===== config.mk =====
export PLATFORM = sky130hd
export DESIGN_NAME = fetch_sequencer_flat
export DESIGN_NICKNAME = d
export VERILOG_FILES = /design/src/rtl/fetch_sequencer_if.sv /design/src/rtl/fetch_sequencer.sv /design/src/flat_wrapper.sv
export SDC_FILE = /design/constraint.sdc
export NUM_CORES = 1
export LEC_CHECK = 0
export CAP_MARGIN = 20
export CORE_ASPECT_RATIO = 2
export CORE_MARGIN = 5
export CORE_UTILIZATION = 29
export DETAILED_ROUTE_END_ITERATION = 7
export SETUP_SLACK_MARGIN = 0.05
export SLEW_MARGIN = 10
export SYNTH_ARGS = -nofsm -noshare
export SYNTH_HDL_FRONTEND = slang
export SYNTH_SLANG_ARGS = --single-unit

===== constraint.sdc =====
create_clock -name clk -period 5.2 [get_ports clk]
set_input_delay 0.78 -clock clk [delete_from_list [all_inputs] [get_ports clk]]
set_output_delay 0.78 -clock clk [all_outputs]
set_load 0.05 [all_outputs]

===== src/rtl/fetch_sequencer_if.sv =====
// Core-side delivery channel of the fetch sequencer.
// Head-of-queue instruction and its PC, valid/ready handshake.
interface fetch_sequencer_if #(
    parameter int ADDR_W  = 4,
    parameter int INSTR_W = 8
);
    logic [INSTR_W-1:0] instr_out;
    logic [ADDR_W-1:0]  instr_pc;
    logic               instr_valid;
    logic               instr_ready;

    modport master (
        output instr_out,
        output instr_pc,
        output instr_valid,
        input  instr_ready
    );

    modport slave (
        input  instr_out,
        input  instr_pc,
        input  instr_valid,
        output instr_ready
    );
endinterface


===== src/rtl/fetch_sequencer.sv =====
// Instruction-fetch controller: owns the PC, drives imem,
// buffers fetched instructions in a 2-entry prefetch queue.
module fetch_sequencer #(
    parameter int                 ADDR_W    = 4,
    parameter int                 INSTR_W   = 8,
    parameter logic [INSTR_W-1:0] NOP_INSTR = 8'hF0
) (
    input  logic               clk,
    input  logic               rst_n,
    input  logic               start,
    input  logic               halt,
    input  logic               redirect_valid,
    input  logic [ADDR_W-1:0]  redirect_pc,
    output logic [ADDR_W-1:0]  imem_addr,
    input  logic [INSTR_W-1:0] imem_instr,
    fetch_sequencer_if.master  core,
    output logic               running
);

    typedef enum logic [1:0] {
        IDLE   = 2'd0,
        RUN    = 2'd1,
        HALTED = 2'd2
    } state_t;

    state_t             state_q, state_d;
    logic [ADDR_W-1:0]  fetch_pc_q, fetch_pc_d;
    logic [ADDR_W-1:0]  next_pc_q, next_pc_d;
    logic [ADDR_W-1:0]  q_pc_q [2];
    logic [ADDR_W-1:0]  q_pc_d [2];
    logic [INSTR_W-1:0] q_ins_q [2];
    logic [INSTR_W-1:0] q_ins_d [2];
    logic [1:0]         count_q, count_d;

    logic              is_run;
    logic              pop;
    logic              push;
    logic              do_halt;
    logic [1:0]        keep_cnt;
    logic [ADDR_W-1:0] base_pc;

    assign is_run  = (state_q == RUN);
    assign pop     = (count_q != 2'd0) && core.instr_ready;
    assign do_halt = is_run && halt && !redirect_valid;
    assign push    = is_run && !redirect_valid && !halt
                   && ((count_q != 2'd2) || pop);

    // Resume point: first instruction not yet taken by the core.
    assign base_pc  = pop ? q_pc_q[0] + ADDR_W'(1) : next_pc_q;
    assign keep_cnt = count_q - {1'b0, pop};

    always_ff @(posedge clk) begin
        if (!rst_n) state_q <= IDLE;
        else        state_q <= state_d;
    end

    always_comb begin
        state_d = state_q;
        unique case (state_q)
            IDLE:    if (start)   state_d = RUN;
            RUN:     if (do_halt) state_d = HALTED;
            HALTED:  if (start)   state_d = RUN;
            default:              state_d = IDLE;
        endcase
    end

    always_comb begin
        running = (state_q == RUN);
    end

    always_comb begin
        fetch_pc_d = fetch_pc_q;
        next_pc_d  = next_pc_q;
        count_d    = count_q;
        q_pc_d[0]  = pop ? q_pc_q[1]  : q_pc_q[0];
        q_pc_d[1]  = q_pc_q[1];
        q_ins_d[0] = pop ? q_ins_q[1] : q_ins_q[0];
        q_ins_d[1] = q_ins_q[1];
        unique case (1'b1)
            redirect_valid: begin
                count_d    = 2'd0;
                fetch_pc_d = redirect_pc;
                next_pc_d  = redirect_pc;
            end
            do_halt: begin
                count_d    = 2'd0;
                fetch_pc_d = base_pc;
                next_pc_d  = base_pc;
            end
            default: begin
                next_pc_d = base_pc;
                count_d   = keep_cnt;
                if (push) begin
                    q_pc_d[keep_cnt[0]]  = fetch_pc_q;
                    q_ins_d[keep_cnt[0]] = imem_instr;
                    count_d    = keep_cnt + 2'd1;
                    fetch_pc_d = fetch_pc_q + ADDR_W'(1);
                end
            end
        endcase
    end

    always_ff @(posedge clk) begin
        if (!rst_n) begin
            fetch_pc_q <= '0;
            next_pc_q  <= '0;
            count_q    <= 2'd0;
            q_pc_q[0]  <= '0;
            q_pc_q[1]  <= '0;
            q_ins_q[0] <= '0;
            q_ins_q[1] <= '0;
        end else begin
            fetch_pc_q <= fetch_pc_d;
            next_pc_q  <= next_pc_d;
            count_q    <= count_d;
            q_pc_q[0]  <= q_pc_d[0];
            q_pc_q[1]  <= q_pc_d[1];
            q_ins_q[0] <= q_ins_d[0];
            q_ins_q[1] <= q_ins_d[1];
        end
    end

    assign imem_addr        = fetch_pc_q;
    assign core.instr_valid = (count_q != 2'd0);
    assign core.instr_out   = core.instr_valid ? q_ins_q[0] : NOP_INSTR;
    assign core.instr_pc    = core.instr_valid ? q_pc_q[0]  : '0;

endmodule


===== src/flat_wrapper.sv =====
// flat-port wrapper written by rule: the top's interface ports become plain ports
module fetch_sequencer_flat 
#(
    parameter int                 ADDR_W    = 4,
    parameter int                 INSTR_W   = 8,
    parameter logic [INSTR_W-1:0] NOP_INSTR = 8'hF0
)
  (clk, rst_n, start, halt, redirect_valid, redirect_pc, imem_addr, imem_instr, running, core_instr_out, core_instr_pc, core_instr_valid, core_instr_ready);
  fetch_sequencer_if #(.ADDR_W(ADDR_W), .INSTR_W(INSTR_W)) core_i ();
  input  logic clk;
  input  logic rst_n;
  input  logic start;
  input  logic halt;
  input  logic redirect_valid;
  input  logic [ADDR_W-1:0] redirect_pc;
  output logic [ADDR_W-1:0] imem_addr;
  input  logic [INSTR_W-1:0] imem_instr;
  output logic running;
  output wire logic [$bits(core_i.instr_out)-1:0] core_instr_out;
  output wire logic [$bits(core_i.instr_pc)-1:0] core_instr_pc;
  output wire logic [$bits(core_i.instr_valid)-1:0] core_instr_valid;
  input wire logic [$bits(core_i.instr_ready)-1:0] core_instr_ready;
  assign core_instr_out = core_i.instr_out;
  assign core_instr_pc = core_i.instr_pc;
  assign core_instr_valid = core_i.instr_valid;
  assign core_i.instr_ready = core_instr_ready;
  fetch_sequencer #(.ADDR_W(ADDR_W), .INSTR_W(INSTR_W), .NOP_INSTR(NOP_INSTR)) u_core (.clk(clk), .rst_n(rst_n), .start(start), .halt(halt), .redirect_valid(redirect_valid), .redirect_pc(redirect_pc), .imem_addr(imem_addr), .imem_instr(imem_instr), .core(core_i), .running(running));
endmodule

# --- After elaboration in Yosys (flattened, before gate mapping) ---
# Memories as Yosys holds them, arrays and structs flattened.
# Cells that the tools add are included.
totals:
  register_bits: 12
  ramBits: 24
  in_bits: 18
  output_inout_bits: 18
  elab_cells: 68
  memories: 2
op_classes:
  add_sub_neg: 4
  magnitude_cmp: 2
  eq_ne: 5
  n_mux: 28
  bitwise_logic: 6
  reduce_logical: 17
mem_list:
  columns: ["memory", "words", "word_bits", "read_ports", "rd_ports_with_merged_regs", "write_ports", "line", "rtl"]
  rows:
  - ["u_core.q_ins_q", 2, 8, 2, 0, 2, "fetch_sequencer.sv:31", "logic [INSTR_W-1:0] q_ins_q [2];"]
  - ["u_core.q_pc_q", 2, 4, 2, 0, 2, "fetch_sequencer.sv:29", "logic [ADDR_W-1:0] q_pc_q [2];"]
ops:
  columns: ["cell", "n"]
  rows:
  - ["two-way mux 8 bit", 7]
  - ["two-way mux 16 bit", 2]
  - ["two-way mux 4 bit", 8]
  - ["bitwise mux 16 bit", 1]
  - ["adder 4 x 1 -> 4 bit (second input constant)", 2]
  - ["bitwise mux 8 bit", 1]
  - ["demux 8 bit (select 1 bit)", 1]
  - ["one-hot mux 4 bit (2 select lines)", 1]
  - ["logical AND 1 bit", 7]
  - ["two-way mux 2 bit", 3]
  - ["demux 4 bit (select 1 bit)", 1]
  - ["!= test 2 bit (second input constant)", 2]
  - ["OR 1 bit", 4]
  - ["one-hot mux 2 bit (2 select lines)", 1]
  - ["OR reduction 2 bit", 2]
  - ["nonzero test 3 bit", 1]
  - ["OR reduction 3 bit", 1]
  - ["adder 2 x 1 -> 2 bit (second input constant)", 1]
  - ["== test 2 x 1 -> 1 bit (second input constant)", 1]
  - ["== test 2 bit (second input constant)", 1]
  - [">= comparator 2 bit (second input constant)", 1]
  - ["zero test 1 bit", 2]
  - ["zero test 2 bit", 1]
  - ["< comparator 2 x 1 -> 1 bit (second input constant)", 1]
  - ["other kinds (8)", 9]

# --- Longest topological paths before layout ---
logic_depth:
  word_depth: 12
  mapped_depth: 6
  depth_no_buf: 5

# --- Worst setup path after synthesis ---
# No wires, ideal clock.
synth_timing:
  path_type: "register -> output"
  start: "reg u_core.count_q[0]"
  end: "out core_instr_out[0]"
  t_arrival_ps: 1566
  required_ps: 4420
  setup_slack_ps: 2854
  stages_incl_launch_ff: 5
  path_buffers: 2
  path_cell_list: "dfxtp_1 > clkbuf_1 > nor2_1 > clkbuf_1 > nor2b_1"
synth_via:
  elab_chain_len: 2
synth_rtl:
  columns: ["item", "line", "rtl"]
  rows:
  - ["start: declaration", "fetch_sequencer.sv:33", "logic [1:0] count_q, count_d;"]
  - ["start signal: assignment", "fetch_sequencer.sv:115", "count_q <= count_d;"]
  - ["nonzero test 2 bit", "fetch_sequencer.sv:124", "assign core.instr_valid = (count_q != 2'd0);"]
  - ["two-way mux 8 bit", "fetch_sequencer.sv:125", "assign core.instr_out = core.instr_valid ? q_ins_q[0] : NOP_INSTR;"]
  - ["end: declaration", "flat_wrapper.sv:19", "output wire logic [$bits(core_i.instr_out)-1:0] core_instr_out;"]
# No other way between the ends.

# --- Worst setup path in the final report ---
layout_timing:
  start: "reg u_core.count_q[1]"
  end: "out core_instr_out[4]"
# The elaborated chain is that of the path after synthesis.

==> impl_metrics.env <==
export IMPL_crit_path_cell_trace="nor2_1 -> or2_2 -> clkdlybuf4s50_1"
export IMPL_cts_root_buffer_cell="sky130_fd_sc_hd__clkbuf_16"
export IMPL_final_setup_viol_count=0
export IMPL_hpwl_um=3270
export IMPL_number_of_enable_flip_flop_cells_after_synthesis=0
export IMPL_drt_drc=0
export IMPL_crit_path_top_delay_cell="sky130_fd_sc_hd__clkdlybuf4s50_1"
export IMPL_avgRoutedWirePerCell_um=15.4
export IMPL_worst_clock_skew_ns=0.00714
export IMPL_slowest_delay_ns=0.80
export IMPL_number_of_global_route_vias_before_repair=1538
export IMPL_design_core_area_mm2=0.00601
export IMPL_grt_pass1_wl_um=7420
export IMPL_synth_fp_nets=217
export IMPL_syn_area_mm2=0.00179
export IMPL_timing_critical_path_from_type="register"
export IMPL_rr_startpoint="u_core.count_q[0]$_SDFF_PP0_"
export IMPL_cap_viol_max_count=0
export IMPL_clock_power_share_pct=47.8
export IMPL_worst_endpoint_arrival_ns=2.47
export IMPL_clockBufferDepth=2
export IMPL_place_port_buffers=35
export IMPL_hold_path_cell_count=2
export IMPL_clock_latency_ns=0.28
export IMPL_rsz_0062_raised_after_global_routing="no"
export IMPL_gp_congestion=0.843
export IMPL_routed_via_density=5.08
export IMPL_die_area_mm2=0.00794
export IMPL_yosys_reg_bits=36
export IMPL_switchingPower_uw=161
export IMPL_rrSetupSlack_ns=3.11
export IMPL_ys_types=40
export IMPL_final_layout_size_suffix_gt1_share_pct=8.37
export IMPL_fp_row_count=40
export IMPL_synthesis_area_per_instance_um2=9.08
export IMPL_n_antenna_cell=0
export IMPL_htree_levels=2
export IMPL_endpoint_kind="output pin"
export IMPL_slew_headroom_pct=32.9
export IMPL_synthArstFlopShare_pct=0
export IMPL_worst_margin_pin_slew_ns=1.01
export IMPL_cts_num_sinks=36
export IMPL_die_height_um=121
export IMPL_synth_ff_type="sky130_fd_sc_hd__dfxtp_1"
export IMPL_r2r_cells=4
export IMPL_tritoncts="yes"
export IMPL_status="complete, no violations"
export IMPL_power_share_switching_pct=22.8
export IMPL_max_vdd_ir_drop_mv=0.193
export IMPL_max_freq_mhz=308
export IMPL_sum_of_routed_wire_length_over_all_layers_um=4450
export IMPL_postCtsResizedCells=0
export IMPL_die_width_um=65.5
export IMPL_postRouteAntennaNets=0
export IMPL_power_density_mw_per_mm2=305
export IMPL_flow_area_growth_from_synthesis_pct=28.9
export IMPL_finalNetCount=246
export IMPL_placement_cell_area_mm2=0.00214
export IMPL_timing_final_hold_violations=0
export IMPL_comb_power_share_pct=10.3
export IMPL_finish_instance_area_mm2=0.00231
export IMPL_antenna_found_initial=0
export IMPL_grtUsageTotal_pct=12.2
export IMPL_globalRoute_totalOverflow=0
export IMPL_worst_setup_hold_path_clk_slew_ns=0.06
export IMPL_vias=1472
export IMPL_final_fill_count=623
export IMPL_synthesis_yosys_warnings=0
export IMPL_setup_tns_ns=0
export IMPL_fin_crit_ns=3.25
export IMPL_detailedRoute_firstIterationViolations=31
export IMPL_multi_input_gate_area_um2=977
export IMPL_ios=36
export IMPL_crit_required_ns=4.42
export IMPL_cellInternalPower_uw=543
export IMPL_postCtsSetupBuffers=0
export IMPL_timing_critical_path_fanout_max=14
export IMPL_numCtsBuffers=5
export IMPL_router_iterations_before_antenna_repair=4
export IMPL_synth_cells=197
export IMPL_slew_violations=0
export IMPL_holdBufCountCts=0
export IMPL_timing_critical_path_from="u_core.count_q[1]$_SDFF_PP0_"
export IMPL_grt_start_max_net_pins=34
export IMPL_critPathCapture="core_instr_out[4]"
export IMPL_total_leakage_power_nw=0.908
export IMPL_holdCritPathClass="reg2reg"
export IMPL_ff_latch_area_um2=721
export IMPL_synth_seq_area_share_pct=40.3
export IMPL_post_route_period_util_pct=62.4
export IMPL_reg2reg_to="u_core.imem_addr[2]$_SDFFE_PN0P_"
export IMPL_floorplan_initialDensity_pct=29.8
export IMPL_seq_power_share_pct=41.9
export IMPL_path_class="reg2out"
==> final cells by class <==
| type | instances | area share (%) |
|---|---|---|
| clock buffer | 6 | 5.59 |
| multi-input combinational | 144 | 42.4 |
| timing repair buffer | 35 | 15.2 |
| inverter | 4 | 0.651 |
| clock inverter | 2 | 1.52 |
| sequential | 36 | 31.3 |
| tap | 63 | 3.42 |
==> synth_stat cells (3+ instances only) <==
library cell	n	area, um^2
sky130_fd_sc_hd__nand2_1	5	18.8
sky130_fd_sc_hd__buf_2	3	15.0
sky130_fd_sc_hd__nor2b_1	10	62.6
sky130_fd_sc_hd__dfxtp_1	36	721
sky130_fd_sc_hd__clkbuf_1	8	30.0
sky130_fd_sc_hd__mux2i_1	26	260
sky130_fd_sc_hd__nor3_1	5	25.0
sky130_fd_sc_hd__a211oi_1	12	90.1
sky130_fd_sc_hd__nor2_1	36	135
sky130_fd_sc_hd__mux2_2	4	45.0
sky130_fd_sc_hd__a21oi_1	7	35.0
sky130_fd_sc_hd__o21ai_0	5	25.0
sky130_fd_sc_hd__inv_1	4	15.0
sky130_fd_sc_hd__or2_2	4	25.0
==> cells by family (layout without fill, tap and decap cells) <==
group | count (synthesis) | count (layout) | synth area share (%)
xor gates and xnor gates | 2 | 2 | 0.979
muxes | 30 | 30 | 17.1
DFF | 36 | 36 | 40.3
AOI/OAI and AO/OA | 34 | 34 | 13.6
buffers and inverters | 17 | 47 | 5.10
and+or+nand+nor | 76 | 76 | 21.6
adders and majority gates | 2 | 2 | 1.40
==> critical path: cells and delay by family (launching register included) <==
kind                   cells  cell delay [ns]
AND/OR/NAND/NOR            2             0.99
buffers and inverters      1             0.80
flip-flops                 1             0.40
==> placed cells by master, fill, tap and decap left out, types with 4 or more instances in the layout <==
master                            synthesis  routed
sky130_fd_sc_hd__o21ai_0                  5       5
sky130_fd_sc_hd__dfxtp_1                 36      36
sky130_fd_sc_hd__a211oi_1                12      12
sky130_fd_sc_hd__nor2b_1                 10      10
sky130_fd_sc_hd__nand2_1                  5       5
sky130_fd_sc_hd__nor3_1                   5       5
sky130_fd_sc_hd__clkdlybuf4s50_1          0      35
sky130_fd_sc_hd__inv_1                    4       4
sky130_fd_sc_hd__nor2_1                  36      36
sky130_fd_sc_hd__a21oi_1                  7       7
sky130_fd_sc_hd__or2_2                    4       4
sky130_fd_sc_hd__mux2_2                   4       4
sky130_fd_sc_hd__clkbuf_16                0       5
sky130_fd_sc_hd__mux2i_1                 26      26
==> power groups by stage <==
stage,registers (mW),logic (mW),clock network (mW)
after floorplan,0.306,0.0361,0
after global placement,0.301,0.0723,0
after detailed placement,0.301,0.0731,0
after CTS,0.295,0.0734,0.345
after global routing,0.296,0.0784,0.356
final,0.295,0.0727,0.336
==> how the worst min path moves through the flow <==
| stage | from | end | slack (ns) |
|---|---|---|---|
| 2_1_floorplan | register | register | 0.46 |
| 3_3_place_gp | register | register | 0.47 |
| 3_5_place_dp | register | register | 0.48 |
| 4_1_cts | register | register | 0.50 |
| 5_1_grt | register | register | 0.53 |
| 6_report | register | register | 0.49 |
==> routing by layer <==
| layer | wire, um | GRT usage, % | vias up |
|---|---|---|---|
| li1 | - | - | 748 |
| met2 | 2540 | 22.7 | 21 |
| met3 | 118 | 2.13 | 8 |
| met4 | 121 | 6.88 | 0 |
| met5 | 0 | 0 | - |
| met1 | 1670 | 12.3 | 695 |
==> per-stage QoR <==
step,hold WS [ns],utilization (%),worst slack [ns],total power [mW],cells
2_1_floorplan,0.456,-,2.85,0.342,197
3_3_place_gp,0.473,35.7,2.09,0.373,282
3_5_place_dp,0.485,35.7,2.06,0.374,282
4_1_cts,0.499,38.4,1.86,0.713,290
5_1_grt,0.526,38.4,1.75,0.730,290
6_report,0.495,38.4,1.95,0.704,290
No activity file was read; power rests on OpenSTA's default activity.
